==> config.mk <==
export PLATFORM = sky130hd
export DESIGN_NAME = reg_read_port_flat
export DESIGN_NICKNAME = d
export VERILOG_FILES = /design/src/rtl/reg_pkg.sv /design/src/rtl/reg_read_port_if.sv /design/src/rtl/rsp_fifo2.sv /design/src/rtl/reg_read_port.sv /design/src/flat_wrapper.sv
export SDC_FILE = /design/constraint.sdc
export NUM_CORES = 1
export LEC_CHECK = 0
export ABC_CLOCK_PERIOD_IN_PS = 1500
export CAP_MARGIN = 30
export CORE_ASPECT_RATIO = 0.5
export CORE_MARGIN = 8
export CORE_UTILIZATION = 37
export CTS_CLUSTER_DIAMETER = 50
export CTS_CLUSTER_SIZE = 12
export DETAILED_ROUTE_END_ITERATION = 12
export PLACE_DENSITY = 0.75
export SYNTH_ARGS = -nofsm -noshare
export SYNTH_HDL_FRONTEND = slang
export SYNTH_HIERARCHICAL = 1
export SYNTH_SLANG_ARGS = --single-unit
==> constraint.sdc <==
create_clock -name clk -period 1.5 [get_ports clk]
set_input_delay 0.3 -clock clk [delete_from_list [all_inputs] [get_ports clk]]
set_output_delay 0.3 -clock clk [all_outputs]
set_load 0.005 [all_outputs]
==> src/rtl/reg_pkg.sv <==
// Shared sizing constants and the response-queue state type for the register read port.
package reg_pkg;

    localparam int WIDTH    = 6;
    localparam int NUM_REGS = 6;
    localparam int ADDR_W   = 3;

    typedef enum logic [1:0] {
        EMPTY = 2'd0,
        ONE   = 2'd1,
        FULL  = 2'd2
    } q_state_t;

endpackage

==> src/rtl/reg_read_port_if.sv <==
// Read request / response handshake between a requester (master) and the read port (slave).
interface reg_read_port_if #(
    parameter int WIDTH  = reg_pkg::WIDTH,
    parameter int ADDR_W = reg_pkg::ADDR_W
);
    logic              req_valid;
    logic [ADDR_W-1:0] req_addr;
    logic              req_ready;
    logic              rsp_valid;
    logic              rsp_ready;
    logic [WIDTH-1:0]  rsp_data;
    logic              rsp_err;

    modport master (
        output req_valid, req_addr, rsp_ready,
        input  req_ready, rsp_valid, rsp_data, rsp_err
    );

    modport slave (
        input  req_valid, req_addr, rsp_ready,
        output req_ready, rsp_valid, rsp_data, rsp_err
    );
endinterface

==> src/rtl/rsp_fifo2.sv <==
// Two-entry response queue; state | meaning: EMPTY | no entry, ONE | head only, FULL | head and tail.
// Valid/ready are registered alongside the state so they never depend on the consumer combinationally.
module rsp_fifo2
    import reg_pkg::*;
#(
    parameter int DW = reg_pkg::WIDTH + 1
) (
    input  logic          clk,
    input  logic          rst,
    input  logic          i_push,
    input  logic [DW-1:0] i_push_data,
    input  logic          i_pop,
    output logic          o_valid,
    output logic          o_ready,
    output logic [DW-1:0] o_head
);
    q_state_t      r_state;
    logic [DW-1:0] r_mem [2];
    logic          r_wr_ptr;
    logic          r_rd_ptr;
    logic          r_valid;
    logic          r_ready;
    logic          w_push;
    logic          w_pop;

    assign w_push = i_push & r_ready;
    assign w_pop  = i_pop & r_valid;

    always_ff @(posedge clk or posedge rst) begin
        if (rst) begin
            r_state  <= EMPTY;
            r_mem[0] <= '0;
            r_mem[1] <= '0;
            r_wr_ptr <= 1'b0;
            r_rd_ptr <= 1'b0;
            r_valid  <= 1'b0;
            r_ready  <= 1'b1;
        end else begin
            if (w_push) begin
                r_mem[r_wr_ptr] <= i_push_data;
                r_wr_ptr        <= ~r_wr_ptr;
            end
            if (w_pop) begin
                r_rd_ptr <= ~r_rd_ptr;
            end
            case (r_state)
                EMPTY: begin
                    if (w_push) begin
                        r_state <= ONE;
                        r_valid <= 1'b1;
                    end
                end
                ONE: begin
                    if (w_push && !w_pop) begin
                        r_state <= FULL;
                        r_ready <= 1'b0;
                    end else if (!w_push && w_pop) begin
                        r_state <= EMPTY;
                        r_valid <= 1'b0;
                    end
                end
                FULL: begin
                    if (w_pop) begin
                        r_state <= ONE;
                        r_ready <= 1'b1;
                    end
                end
                default: begin
                    r_state <= EMPTY;
                    r_valid <= 1'b0;
                    r_ready <= 1'b1;
                end
            endcase
        end
    end

    assign o_valid = r_valid;
    assign o_ready = r_ready;
    assign o_head  = r_mem[r_rd_ptr];

endmodule

==> src/rtl/reg_read_port.sv <==
// Register bank read port: decodes the read address, bypasses a same-cycle snooped write,
// queues responses in a 2-entry FIFO and keeps a sticky invalid-address error flag.
module reg_read_port #(
    parameter int WIDTH    = reg_pkg::WIDTH,
    parameter int NUM_REGS = reg_pkg::NUM_REGS,
    parameter int ADDR_W   = reg_pkg::ADDR_W
) (
    input  logic                      clk,
    input  logic                      rst,
    input  logic [NUM_REGS*WIDTH-1:0] reg_data,
    input  logic                      wr_en,
    input  logic [ADDR_W-1:0]         wr_addr,
    input  logic [WIDTH-1:0]          wr_data,
    reg_read_port_if.slave            bus,
    output logic                      err
);
    import reg_pkg::*;

    logic             w_accept;
    logic             w_pop;
    logic             w_addr_bad;
    logic             w_bypass;
    logic [WIDTH-1:0] w_slice;
    logic [WIDTH:0]   w_entry;
    logic [WIDTH:0]   w_head;
    logic             w_valid;
    logic             w_ready;
    logic             r_err;

    assign w_accept   = bus.req_valid & w_ready;
    assign w_pop      = w_valid & bus.rsp_ready;
    assign w_addr_bad = (32'(bus.req_addr) >= 32'(NUM_REGS));
    assign w_bypass   = wr_en & (wr_addr == bus.req_addr);

    always_comb begin
        w_slice = '0;
        for (int i = 0; i < NUM_REGS; i++) begin
            if (bus.req_addr == ADDR_W'(i)) begin
                w_slice = reg_data[i*WIDTH +: WIDTH];
            end
        end
    end

    // Error entries carry zero data so a bad read never leaks stale register contents.
    assign w_entry = w_addr_bad ? {1'b1, {WIDTH{1'b0}}}
                   : {1'b0, (w_bypass ? wr_data : w_slice)};

    rsp_fifo2 #(
        .DW (WIDTH + 1)
    ) u_rsp_fifo2 (
        .clk         (clk),
        .rst         (rst),
        .i_push      (w_accept),
        .i_push_data (w_entry),
        .i_pop       (w_pop),
        .o_valid     (w_valid),
        .o_ready     (w_ready),
        .o_head      (w_head)
    );

    always_ff @(posedge clk or posedge rst) begin
        if (rst) begin
            r_err <= 1'b0;
        end else if (w_accept && w_addr_bad) begin
            r_err <= 1'b1;
        end
    end

    assign bus.req_ready = w_ready;
    assign bus.rsp_valid = w_valid;
    assign bus.rsp_data  = w_head[WIDTH-1:0];
    assign bus.rsp_err   = w_head[WIDTH];
    assign err           = r_err;

endmodule

==> src/flat_wrapper.sv <==
// flat-port wrapper written by rule: the top's interface ports become plain ports
module reg_read_port_flat import reg_pkg::*;
#(
    parameter int WIDTH    = reg_pkg::WIDTH,
    parameter int NUM_REGS = reg_pkg::NUM_REGS,
    parameter int ADDR_W   = reg_pkg::ADDR_W
)
  (clk, rst, reg_data, wr_en, wr_addr, wr_data, err, bus_req_valid, bus_req_addr, bus_rsp_ready, bus_req_ready, bus_rsp_valid, bus_rsp_data, bus_rsp_err);
  reg_read_port_if #(.WIDTH(WIDTH), .ADDR_W(ADDR_W)) bus_i ();
  input  logic clk;
  input  logic rst;
  input  logic [NUM_REGS*WIDTH-1:0] reg_data;
  input  logic wr_en;
  input  logic [ADDR_W-1:0] wr_addr;
  input  logic [WIDTH-1:0] wr_data;
  output logic err;
  input wire logic [$bits(bus_i.req_valid)-1:0] bus_req_valid;
  input wire logic [$bits(bus_i.req_addr)-1:0] bus_req_addr;
  input wire logic [$bits(bus_i.rsp_ready)-1:0] bus_rsp_ready;
  output wire logic [$bits(bus_i.req_ready)-1:0] bus_req_ready;
  output wire logic [$bits(bus_i.rsp_valid)-1:0] bus_rsp_valid;
  output wire logic [$bits(bus_i.rsp_data)-1:0] bus_rsp_data;
  output wire logic [$bits(bus_i.rsp_err)-1:0] bus_rsp_err;
  assign bus_i.req_valid = bus_req_valid;
  assign bus_i.req_addr = bus_req_addr;
  assign bus_i.rsp_ready = bus_rsp_ready;
  assign bus_req_ready = bus_i.req_ready;
  assign bus_rsp_valid = bus_i.rsp_valid;
  assign bus_rsp_data = bus_i.rsp_data;
  assign bus_rsp_err = bus_i.rsp_err;
  reg_read_port #(.WIDTH(WIDTH), .NUM_REGS(NUM_REGS), .ADDR_W(ADDR_W)) u_core (.clk(clk), .rst(rst), .reg_data(reg_data), .wr_en(wr_en), .wr_addr(wr_addr), .wr_data(wr_data), .bus(bus_i), .err(err));
endmodule
==> flow_summary.rst <==
.. list-table::
   :header-rows: 1

   * - Metric
     - Value
   * - VDD IR-drop max
     - 0.3253 mV
   * - Root buffer cell
     - sky130_fd_sc_hd__clkbuf_8
   * - Initial standard-cell utilization of the core
     - 0.3965
   * - Num Clock Sinks
     - 21
   * - Post-DP Area
     - 2230 sq um
   * - Static Leak
     - 1.209 nW
   * - Fmax
     - 0.6325 GHz
   * - Most common library cell in the layout ignoring fill and taps
     - sky130_fd_sc_hd__clkdlybuf4s50_1
   * - Clock Latency Late Sink
     - 0.26 ns
   * - Maximum fanout along the worst path
     - 5
   * - Clock slew at reported path FFs
     - 0.08 ns
   * - Count of hold buffers inserted by post-cts repair
     - 0
   * - WL final
     - 4223 microns
   * - Fin Clk Skew
     - 0.005358 ns
   * - Vias
     - 1322
   * - Relative area change from synthesis to final layout
     - 78.53%
   * - Setup Total Neg Slack
     - -0.9073 ns
   * - Synth Warn #
     - 6
   * - Finished Core Util
     - 0.7078
   * - Most used cells in the layout excluding fill and tap cells
     - sky130_fd_sc_hd__clkdlybuf4s50_1, sky130_fd_sc_hd__buf_4, sky130_fd_sc_hd__dfrtp_1, sky130_fd_sc_hd__buf_6
   * - Average instance area after synthesis
     - 11.28 sq um
   * - Worst Setup Path Type
     - register to output pin
   * - Number of DRC markers after the initial detailed-route iteration
     - 33
   * - CP Data Required Time
     - 1.20 ns
   * - Die width
     - 103.0 microns
   * - DR pass1 iterations
     - 4
   * - Final estimated routing congestion in global placement
     - 0.7415
   * - Placeable core region
     - 3528 sq um
   * - Global route overflow
     - 0
   * - Number of flip-flops and latches in the synthesized netlist
     - 21
   * - # H-tree levels
     - 1
   * - IO buf count
     - 62
   * - Combined global-route utilization of all metal layers
     - 0.1419
   * - Final Total Pwr
     - 1.522 mW
   * - Height of the chip
     - 59.48 microns
   * - Critical Path Source Type
     - register
   * - Number of CTS-inserted buffers
     - 3
   * - Mapped cell area
     - 1399 sq um
   * - Antenna Cells
     - 0
   * - Die area
     - 6124 sq um
   * - Ports
     - 63
   * - Final period demand of the worst path
     - 1.581 ns
   * - Count of unresolved DRC violations after routing
     - 0
   * - Maximum root-to-sink buffer count
     - 2
   * - Final instance area
     - 2497 sq um
   * - Hold WC Path Type
     - input port to async pin
   * - Worst slew slack as a fraction of its limit
     - 0.7552
   * - Sequential-to-total area share from yosys stat
     - 0.3766
   * - Share of the clock period used by the worst path
     - 1.054
   * - Gate Count Post-Synth
     - 124
   * - Power density cells
     - 609.6 nW/um^2
   * - Pin count of the biggest net entering global routing
     - 21
   * - Transition time at the pin with the least slew margin
     - 0.3634 ns
   * - Setup slack of the critical path after layout
     - -0.08104 ns
   * - Result of the run
     - finished with violations
   * - Setup repair after global routing missed its margin
     - yes
   * - Wire length of the first global-routing pass
     - 6858 microns
   * - Proportion of layout cells with a drive suffix above 1
     - 0.4717
   * - Async S/R FF share, synth
     - 1.000
   * - Violations in the final reports
     - negative setup slack
   * - Arrival time of the worst setup path
     - 1.28 ns
   * - Wire per inst
     - 16.06 microns
   * - Clock tree from TritonCTS
     - built
   * - Net count reported at finish
     - 268
   * - Final Slew Violations
     - 0
   * - Synth Net Count
     - 179
   * - Crit path capture type
     - output pin
   * - Per-cell via count in the routed design
     - 5.027
   * - Number of distinct library cells after synthesis
     - 34
   * - Via count of the first global-routing pass
     - 1482
   * - Initial antenna violation count
     - 0
   * - Top_reg_cell synth
     - sky130_fd_sc_hd__dfrtp_1
   * - Number of nets with antenna violations after detailed routing
     - 0
   * - Final hold viol count
     - 0
   * - Number of maximum-capacitance violations
     - 0
   * - Final HPWL DP
     - 3182 microns
   * - Count of flip-flops with a built-in enable after synthesis
     - 0
   * - Row count
     - 15
   * - Final-report setup violation count
     - 18
[path summary, 6_finish.rpt]
kind / to / slack [ns] / start / cells past startpoint
max: bus_rsp_data[4] / -0.08 / u_core/u_rsp_fifo2/r_rd_ptr / 3
max reg2reg: u_core/u_rsp_fifo2/r_mem[11] / 0.04 / u_core/u_rsp_fifo2/o_ready / 4
max in group asynchronous: u_core/u_rsp_fifo2/o_ready / 0.84 / rst / 3
min: u_core/err / 0.20 / rst / 2
min reg2reg: u_core/err / 0.47 / u_core/err / 1
min in group clk: u_core/err / 0.47 / u_core/err / 1
[cells in the mapped netlist (all sizes together), types with 3 or more instances]
cell type,number,area [sq um]
and2,3,18.77
buf,5,25.02
dfrtp,20,500.5
inv,5,18.77
mux2,21,236.5
mux2i,7,70.07
mux4,5,112.6
nand2,4,15.01
nand3b,3,26.27
nor2,6,22.52
nor3,5,25.02
o211ai,3,22.52
o21ai,6,30.03
o22ai,5,31.28
xor2,3,26.28
[sequential cells by signal, summed over array words and instances (netlist names)]
signal / cells
u_core/err: 1
u_core/u_rsp_fifo2/r_wr_ptr: 1
u_core/u_rsp_fifo2/r_state: 2
u_core/u_rsp_fifo2/r_rd_ptr: 1
u_core/u_rsp_fifo2/o_valid: 1
u_core/u_rsp_fifo2/o_ready: 1
u_core/u_rsp_fifo2/r_mem: 14
[cell families after synthesis]
logic type / Yosys count / synth area share
adders and majority gates: 2 / 0.01789
and+or+nand+nor: 30 / 0.1386
muxes: 33 / 0.2996
AOI/OAI and AO/OA: 21 / 0.09929
DFF: 21 / 0.3766
buffers and inverters: 12 / 0.03667
xor gates and xnor gates: 5 / 0.03131
[area by class of cell]
type	count	area (sq um)
fillers	266	1031
multi-input cells	91	1001
repair buffers	91	840.8
flip-flops and latches	21	528.0
well taps	51	63.81
clock buffers	4	45.04
inverters	5	18.77
[worst max-delay path, cell delays in order, from the launching register on]
cell and delay, ns:
sky130_fd_sc_hd__dfrtp_2 0.46, sky130_fd_sc_hd__buf_6 0.15, sky130_fd_sc_hd__mux2_4 0.30, sky130_fd_sc_hd__buf_6 0.12
[power breakdown]
group | switching [mW] | internal (mW)
clock network | 0.175 | 0.189
logic | 0.194 | 0.352
registers | 0.0301 | 0.583
total | 0.399 | 1.12
[metrics by stage]
step,worst slack (ns),std cells,hold WS [ns]
after floorplan,-0.2786,124,0.02871
after global placement,-0.7872,250,0.4427
after detailed placement,-0.8346,250,0.4558
after CTS,-0.07539,263,0.2034
after global routing,-0.1217,263,0.2176
final,-0.08104,263,0.2040
[layer usage]
layer  part of all wire  up-vias  global-route usage
li1                   -      638                   -
met1               0.41      655              0.1497
met2               0.55       25              0.2835
met3              0.024        4             0.02459
met4              0.011        0             0.03666
met5                  0        -                   0
[timing repair]
action | in CTS | in global routing
setup endpoints to repair | 25 | 22
resized for setup | 100 | 17
pin swaps | 11 | 6
setup buffers | 9 | 0
(Power assumes the default switching activity.)
